===== config.mk =====
export PLATFORM = sky130hd
export DESIGN_NAME = key_matrix_scanner
export DESIGN_NICKNAME = d
export VERILOG_FILES = /design/src/rtl/kbd_pkg.sv /design/src/rtl/sync_2ff.sv /design/src/rtl/key_matrix_scanner.sv
export SDC_FILE = /design/constraint.sdc
export NUM_CORES = 1
export LEC_CHECK = 0
export ABC_AREA = 1
export ABC_CLOCK_PERIOD_IN_PS = 4830
export CAP_MARGIN = 20
export CORE_UTILIZATION = 50
export CTS_BUF_LIST = sky130_fd_sc_hd__clkbuf_16
export DETAILED_ROUTE_END_ITERATION = 10
export PLACE_DENSITY_LB_ADDON = 0.15
export REMOVE_ABC_BUFFERS = 1
export SYNTH_ARGS = -nofsm -noshare
export SYNTH_HDL_FRONTEND = slang
export SYNTH_SLANG_ARGS = --single-unit

===== constraint.sdc =====
create_clock -name clk -period 4.83 [get_ports clk]
set_input_delay 0.7245 -clock clk [delete_from_list [all_inputs] [get_ports clk]]
set_output_delay 0.7245 -clock clk [all_outputs]
set_load 0.03 [all_outputs]

===== src/rtl/kbd_pkg.sv =====
// rtl/kbd_pkg.sv - shared types, sizes and column helpers for the key matrix scanner
package kbd_pkg;

    localparam int NUM_ROWS = 4;
    localparam int NUM_COLS = 4;

    typedef enum logic [1:0] {
        IDLE     = 2'd0,
        DEBOUNCE = 2'd1,
        HELD     = 2'd2
    } kbdState_e;

    typedef enum logic [1:0] {
        NONE  = 2'd0,
        KEY   = 2'd1,
        MULTI = 2'd2
    } frameRes_e;

    function automatic logic [2:0] countLow(input logic [NUM_COLS-1:0] cols);
        logic [2:0] n;
        n = '0;
        for (int i = 0; i < NUM_COLS; i++) begin
            if (!cols[i]) n = n + 3'd1;
        end
        return n;
    endfunction

    // Index of the lowest-numbered active (low) column; 0 when none are low.
    function automatic logic [1:0] lowestLow(input logic [NUM_COLS-1:0] cols);
        logic [1:0] idx;
        idx = '0;
        for (int i = NUM_COLS - 1; i >= 0; i--) begin
            if (!cols[i]) idx = 2'(i);
        end
        return idx;
    endfunction

endpackage


===== src/rtl/sync_2ff.sv =====
// rtl/sync_2ff.sv - two-flop synchronizer, resets to all-ones (idle pulled-up level)
module sync_2ff #(
    parameter int WIDTH = 1
) (
    input  logic             clk,
    input  logic             rst_n,
    input  logic [WIDTH-1:0] d,
    output logic [WIDTH-1:0] q
);

    logic [WIDTH-1:0] meta;

    always_ff @(posedge clk or negedge rst_n) begin
        if (!rst_n) begin
            meta <= '1;
            q    <= '1;
        end else begin
            meta <= d;
            q    <= meta;
        end
    end

endmodule


===== src/rtl/key_matrix_scanner.sv =====
// rtl/key_matrix_scanner.sv - 4x4 active-low matrix scan with frame-level debounce
module key_matrix_scanner
    import kbd_pkg::*;
#(
    parameter int SCAN_DIV        = 50000,
    parameter int DEBOUNCE_FRAMES = 4
) (
    input  logic                clk,
    input  logic                rst_n,
    input  logic [NUM_COLS-1:0] colIn,
    output logic [NUM_ROWS-1:0] rowOut,
    output logic [3:0]          keyCode,
    output logic                keyValid,
    output logic                keyHeld
);

    localparam int DIV_W = $clog2(SCAN_DIV);
    localparam int CNT_W = $clog2(DEBOUNCE_FRAMES + 1);
    localparam logic [DIV_W-1:0] DIV_LAST   = DIV_W'(SCAN_DIV - 1);
    localparam logic [CNT_W-1:0] CNT_TARGET = CNT_W'(DEBOUNCE_FRAMES);

    logic [NUM_COLS-1:0] colSync;

    sync_2ff #(.WIDTH(NUM_COLS)) uColSync (
        .clk   (clk),
        .rst_n (rst_n),
        .d     (colIn),
        .q     (colSync)
    );

    logic [DIV_W-1:0] divCnt;
    logic [1:0]       rowIdx;
    logic             sampleNow;
    logic             frameDone;

    assign sampleNow = (divCnt == DIV_LAST);
    assign frameDone = sampleNow && (rowIdx == 2'd3);
    assign rowOut    = ~(4'b0001 << rowIdx);

    always_ff @(posedge clk or negedge rst_n) begin
        if (!rst_n) begin
            divCnt <= '0;
            rowIdx <= '0;
        end else if (sampleNow) begin
            divCnt <= '0;
            rowIdx <= rowIdx + 2'd1;
        end else begin
            divCnt <= divCnt + DIV_W'(1);
        end
    end

    logic [1:0] keyCount;
    logic [3:0] firstCode;
    logic [2:0] rowLows;
    logic [1:0] rowFirstCol;
    logic [1:0] countNext;
    logic [3:0] firstNext;
    frameRes_e  frameKind;

    assign rowLows     = countLow(colSync);
    assign rowFirstCol = lowestLow(colSync);

    // Rows are visited in ascending order, so the first row with a hit holds the lowest code.
    always_comb begin
        countNext = keyCount;
        firstNext = firstCode;
        if (({1'b0, keyCount} + rowLows) >= 3'd2) countNext = 2'd2;
        else                                       countNext = keyCount + rowLows[1:0];
        if (keyCount == 2'd0 && rowLows != 3'd0) firstNext = {rowIdx, rowFirstCol};
    end

    always_comb begin
        frameKind = MULTI;
        if (countNext == 2'd0)      frameKind = NONE;
        else if (countNext == 2'd1) frameKind = KEY;
    end

    always_ff @(posedge clk or negedge rst_n) begin
        if (!rst_n) begin
            keyCount  <= '0;
            firstCode <= '0;
        end else if (frameDone) begin
            keyCount  <= '0;
            firstCode <= '0;
        end else if (sampleNow) begin
            keyCount  <= countNext;
            firstCode <= firstNext;
        end
    end

    kbdState_e        state, stateNext;
    logic [3:0]       cand, candNext;
    logic [CNT_W-1:0] stableCnt, stableNext;
    logic [CNT_W-1:0] relCnt, relNext;
    logic             acceptNow;

    always_ff @(posedge clk or negedge rst_n) begin
        if (!rst_n) begin
            state     <= IDLE;
            cand      <= '0;
            stableCnt <= '0;
            relCnt    <= '0;
            keyCode   <= '0;
            keyValid  <= 1'b0;
        end else begin
            state     <= stateNext;
            cand      <= candNext;
            stableCnt <= stableNext;
            relCnt    <= relNext;
            keyValid  <= acceptNow;
            if (acceptNow) keyCode <= candNext;
        end
    end

    always_comb begin
        stateNext  = state;
        candNext   = cand;
        stableNext = stableCnt;
        relNext    = relCnt;
        acceptNow  = 1'b0;
        if (frameDone) begin
            case (state)
                IDLE, DEBOUNCE: begin
                    if (frameKind == KEY) begin
                        candNext   = firstNext;
                        stableNext = (state == DEBOUNCE && firstNext == cand)
                                     ? stableCnt + CNT_W'(1) : CNT_W'(1);
                        if (stableNext == CNT_TARGET) begin
                            acceptNow = 1'b1;
                            stateNext = HELD;
                            relNext   = '0;
                        end else begin
                            stateNext = DEBOUNCE;
                        end
                    end else begin
                        stateNext  = IDLE;
                        stableNext = '0;
                    end
                end
                HELD: begin
                    if (frameKind == NONE) begin
                        relNext = relCnt + CNT_W'(1);
                        if (relNext == CNT_TARGET) begin
                            stateNext  = IDLE;
                            relNext    = '0;
                            stableNext = '0;
                        end
                    end else begin
                        relNext = '0;
                    end
                end
                default: stateNext = IDLE;
            endcase
        end
    end

    always_comb begin
        keyHeld = (state == HELD);
    end

endmodule


==> key figures <==
Detailed routing
  • DR WL met3: 132 um
  • Drt initial violations: 76
  • WL met2: 2370 um
  • Wire per inst: 11.7 um
  • 1st-pass router iterations: 4
  • # DRC: 0
  • Top layer in use: met4
  • Metal1 wirelength: 2310 um
  • Drt total wl: 4890 um
  • DR vias: 2,096
  • Post-DRT Antenna Nets: 0
  • Vias per Instance: 5.03

Critical path
  • CP Launch Type: register
  • CP max FO: 13
  • CP arrival: 3.82 ns
  • Worst Setup End Kind: register
  • Worst path required time: 5.00 ns
  • CP Class: register to register

Logic synthesis
  • Yosys top cell area share: 38.4%
  • Syn_area_per_cell: 8.22 um2
  • Cell accounting for the most synthesized area: dfrtp_1
  • Synth unique cells: 38
  • Yosys warns: 0
  • Mapped Cells: 325
  • Top post-synthesis cells by area: dfrtp_1 (38%), nand2_1 (11%), dfstp_2 (7.9%), inv_1 (7.3%), ha_1 (5.6%)
  • Main flop type after synthesis: dfrtp_1
  • Yosys reg bits: 49
  • Synth async-reset ratio: 100%
  • Post-synth EDFFs: 0
  • Sequential area share after synthesis: 46.3%
  • Cell area after synthesis: 0.00267 mm2

Clocking
  • CTS tree: done
  • H-tree depth: 2
  • Setup bufs post-CTS: 0
  • Clk sink count: 49
  • Longest Clk Path Bufs: 2
  • CTS buffer count: 5
  • Hold-fix buffers, CTS: 0
  • Clock transition at path regs: 0.06 ns
  • Root Buffer Master: clkbuf_16
  • CTS-repair resized insts: 0
  • Skew-Pair Late Insertion Delay: 0.29 ns

Placed design
  • # port buffers: 15
  • Routability Congestion: 0.783
  • Dpl hpwl: 3700 um

Pwr
  • Peak VDD IR: 0.000177 V
  • Static Leak: 1.49 nW
  • Pwr dens: 266 mW/mm2

Global routing
  • Largest net degree at the start of global routing: 50
  • First-pass GRT wire length: 8340 um
  • Initial antenna violation count: 0
  • Vias in the first global route: 1,944
  • Tot GR Track Use: 19.8%
  • GRT Residual Overflow: 0

Final layout
  • Fill count: 502
  • Area growth, synth to finish: 14.2%
  • Most common cell after layout, fill and taps aside: nand2_1
  • Utilization after layout: 59.3%
  • Final #Nets: 365
  • Multi-input gate area: 0.00121 mm2
  • Layout cells sized above 1: 12.1%
  • Commonest non-fill, non-tap cells in the layout: nand2_1 (78), inv_1 (52), dfrtp_1 (41)
  • Number of inserted diodes: 0
  • Register Area: 0.00124 mm2

Floorplan
  • Row count: 26
  • Starting Density: 51.9%
  • # IOs: 16
  • Core area: 0.00514 mm2
  • Die height: 75.1 um
  • Die span in x: 75.1 um
  • Die area: 0.00564 mm2

Timing
  • Clk_skew: 0.00518 ns
  • Highest Clock Rate: 274 MHz
  • Final hold viol count: 0
  • Max_slew headroom: 58.0%
  • Least-Margin Pin Slew: 0.624 ns
  • Final min period: 3.65 ns
  • Setup Total Neg Slack: 0 ns
  • Fin. max-slew vios: 0
  • RSZ-0062 raised after global routing: false
  • Hold slack: 0.307 ns
  • Endpoints failing setup: 0
  • Fin crit share: 75.5%

Run
  • # Max-Cap Violations: 0

Hold path
  • Worst hold-check path type: input pin to asynchronous set/reset pin

Run status
  • Status: completed
-- cells in the mapped netlist, drive strengths merged, types with 2 or more instances --
master and instances:
or2 2, nor4 2, xor2 6, nand3 27, dfrtp 41, ha 12, inv 54, o21ai 21
nand2 86, nand4 8, a21oi 6, nor3 5, o22ai 2, nor2 32, dfstp 8
-- state kept, by name (all words and copies together) (netlist names) --
register	count
uColSync.q	4
cand	4
keyValid	1
keyCode	4
rowIdx	2
relCnt	3
stableCnt	3
state	2
keyCount	2
uColSync.meta	4
divCnt	16
firstCode	4
-- final timing paths --
check                           slack (ns)                       to  cells after the start                  startpoint
worst max-delay path                  1.18   keyCode[1]$_DFFE_PN0P_                     18     uColSync.q[0]$_DFF_PN1_
worst min-delay path                  0.31   keyCode[2]$_DFFE_PN0P_                      1                       rst_n
worst max register to register        1.18   keyCode[1]$_DFFE_PN0P_                     18     uColSync.q[0]$_DFF_PN1_
worst min register to register        0.36  uColSync.q[1]$_DFF_PN1_                      0  uColSync.meta[1]$_DFF_PN1_
max in group asynchronous             3.98  uColSync.q[1]$_DFF_PN1_                      2                       rst_n
min in group clk                      0.36  uColSync.q[1]$_DFF_PN1_                      0  uColSync.meta[1]$_DFF_PN1_
-- through the flow --
step	power, W	area (um2)	setup WS (ns)	std cells
2_1_floorplan	0.000466	2660	1.47	323
3_3_place_gp	0.000485	2890	1.29	408
3_5_place_dp	0.000487	2890	1.19	408
4_1_cts	0.000820	3030	1.17	416
5_1_grt	0.000845	3050	0.837	417
6_report	0.000812	3050	1.18	417
-- cell type report --
cell class,instances,share of cell area [%]
inverters,55,6.77
flip-flops and latches,49,40.5
repair buffers,16,5.41
clock inverters,3,0.574
clock buffers,5,4.10
multi-input cells,219,39.7
well taps,70,2.87
-- critical path, stage by stage (launching register included) --
cell and delay, ns:
dfstp_2 0.55, inv_1 0.06, ha_1 0.34, inv_1 0.07, nand2_1 0.08, nand2_1 0.05
ha_1 0.27, or2_1 0.21, nand2_2 0.09, inv_1 0.06, fa_1 0.47, nor3b_2 0.28
nand2_2 0.12, nor2_2 0.11, nand2_2 0.11, nor2_2 0.18, nand4_4 0.26, nand2_1 0.15
o21ai_2 0.06
-- layer usage --
layer / GRT usage, % / vias to the layer above
met5: 0 / -
li1: - / 1076
met2: 33.8 / 29
met3: 3.61 / 8
met1: 25.2 / 983
met4: 6.92 / 0
-- kinds of logic after synthesis --
| group | Yosys count | share of synthesized area (%) |
|---|---|---|
| simple gates | 167 | 29.8 |
| buf+inv | 57 | 8.29 |
| flops | 49 | 46.3 |
| compound gates | 33 | 7.26 |
| fa+ha+maj | 13 | 6.37 |
| xor+xnor | 6 | 1.97 |
-- where the power goes --
part	switching (W)	total, W	internal (W)
combinational	0.0000396	0.0000613	0.0000218
clock	0.000142	0.000332	0.000190
sequential	0.00000258	0.000419	0.000417
total	0.000184	0.000812	0.000628
Note: power is estimated with default switching activity, not from simulation.
==> RTL change (same settings) <==
Encoding of `kbdState_e`: now one-hot (3 bits for 3 states).
--- a/src/rtl/kbd_pkg.sv
+++ b/src/rtl/kbd_pkg.sv
@@ -4,10 +4,10 @@
     localparam int NUM_ROWS = 4;
     localparam int NUM_COLS = 4;
 
-    typedef enum logic [1:0] {
-        IDLE     = 2'd0,
-        DEBOUNCE = 2'd1,
-        HELD     = 2'd2
+    typedef enum logic [2:0] {
+        IDLE     = 3'b001,
+        DEBOUNCE = 3'b010,
+        HELD     = 3'b100
     } kbdState_e;
 
     typedef enum logic [1:0] {
Formal check against the unedited RTL: same outputs for any inputs over 10 cycles, from zero or initial values and one cycle with rst_n low; not proved beyond that.
==> RTL change against the original RTL <==
Largest power group unchanged; die area up 0.96%; largest cell class unchanged; hold slack gained 0.049 ns; cell area rose by 1.6%; sequential share of layout area rose by 0.23 points; synthesized area rose by 0.98%; via count up 0.29%; non-clock buffer count stayed put; clock skew is essentially flat; worst setup slack gained 0.014 ns; wire length increased by 0.16%; sequential cell count is 1 higher; critical endpoint is now keyCode[0]; core utilization increased by 0.92 points; total power rose by 8.2%; critical path type unchanged.
==> RTL change: results (changes against the original RTL) <==
outcome=finished, final reports clean (unchanged); largest net degree at the start of global routing=51 (was 50); Placed Instance Area=2930 um2 (was 2890 um2); Max Clock Skew=0.00505 ns (was 0.00518 ns); Total GRT Usage=18.9% (was 19.8%); Placement Setup Slack=1.21 ns (was 1.19 ns); placed cell count=416 (was 408); wire length on met2=2330 um (was 2370 um); global routing usage on met2=32.1% (was 33.8%); Synth area leaders=dfrtp_1 38%, nand2_1 11%, dfstp_2 8.8% (was dfrtp_1 38%, nand2_1 11%, dfstp_2 7.9%); drt first-iter violations=122 (was 76); P_comb=0.0578 mW (was 0.0613 mW); Sw Pwr=0.191 mW (was 0.184 mW); Post-Route WL=4900 um (was 4890 um); Post-Synth Adder-Cell Area=6.31% (was 6.37%); top cells by count, synth=77 x nand2_1, 56 x inv_1, 41 x dfrtp_1 (was 78 x nand2_1, 52 x inv_1, 41 x dfrtp_1); Sw Ratio=21.7% (was 22.7%); post-synthesis xor/xnor area fraction=2.55% (was 1.97%); Clk pwr share=44.8% (was 40.9%); register area share after synthesis=46.8% (was 46.3%); hpwl dp=3620 um (was 3700 um); Synth cell types=31 (was 38); worst min-delay path class=reg -> reg (was in -> async); multi-input gate area in the final layout=1200 um2 (was 1210 um2); WL met1=2360 um (was 2310 um); Compound-Gate Fraction of Synth Area=6.13% (was 7.26%); Min Hold Slack=0.356 ns (was 0.307 ns)
RTL change: layout make-up:
type | instances | share of cell area (%)
Sequential cell | 50 | 40.8
Multi-Input combinational cell | 219 | 38.6
Clock inverter | 3 | 1.45
Tap cell | 70 | 2.83
Inverter | 61 | 7.39
Clock buffer | 5 | 4.04
Timing Repair Buffer | 16 | 4.93
RTL change: how the worst max path moves through the flow:
stage / end / start / slack [ns]
6_report: keyCode[0] / uColSync.q[0] / 1.20
5_1_grt: keyCode[0] / uColSync.q[1] / 0.87
4_1_cts: keyCode[2] / uColSync.q[1] / 1.20
3_5_place_dp: keyCode[2] / uColSync.q[1] / 1.21
3_3_place_gp: keyCode[1] / uColSync.q[0] / 1.33
2_1_floorplan: keyCode[0] / uColSync.q[0] / 1.55
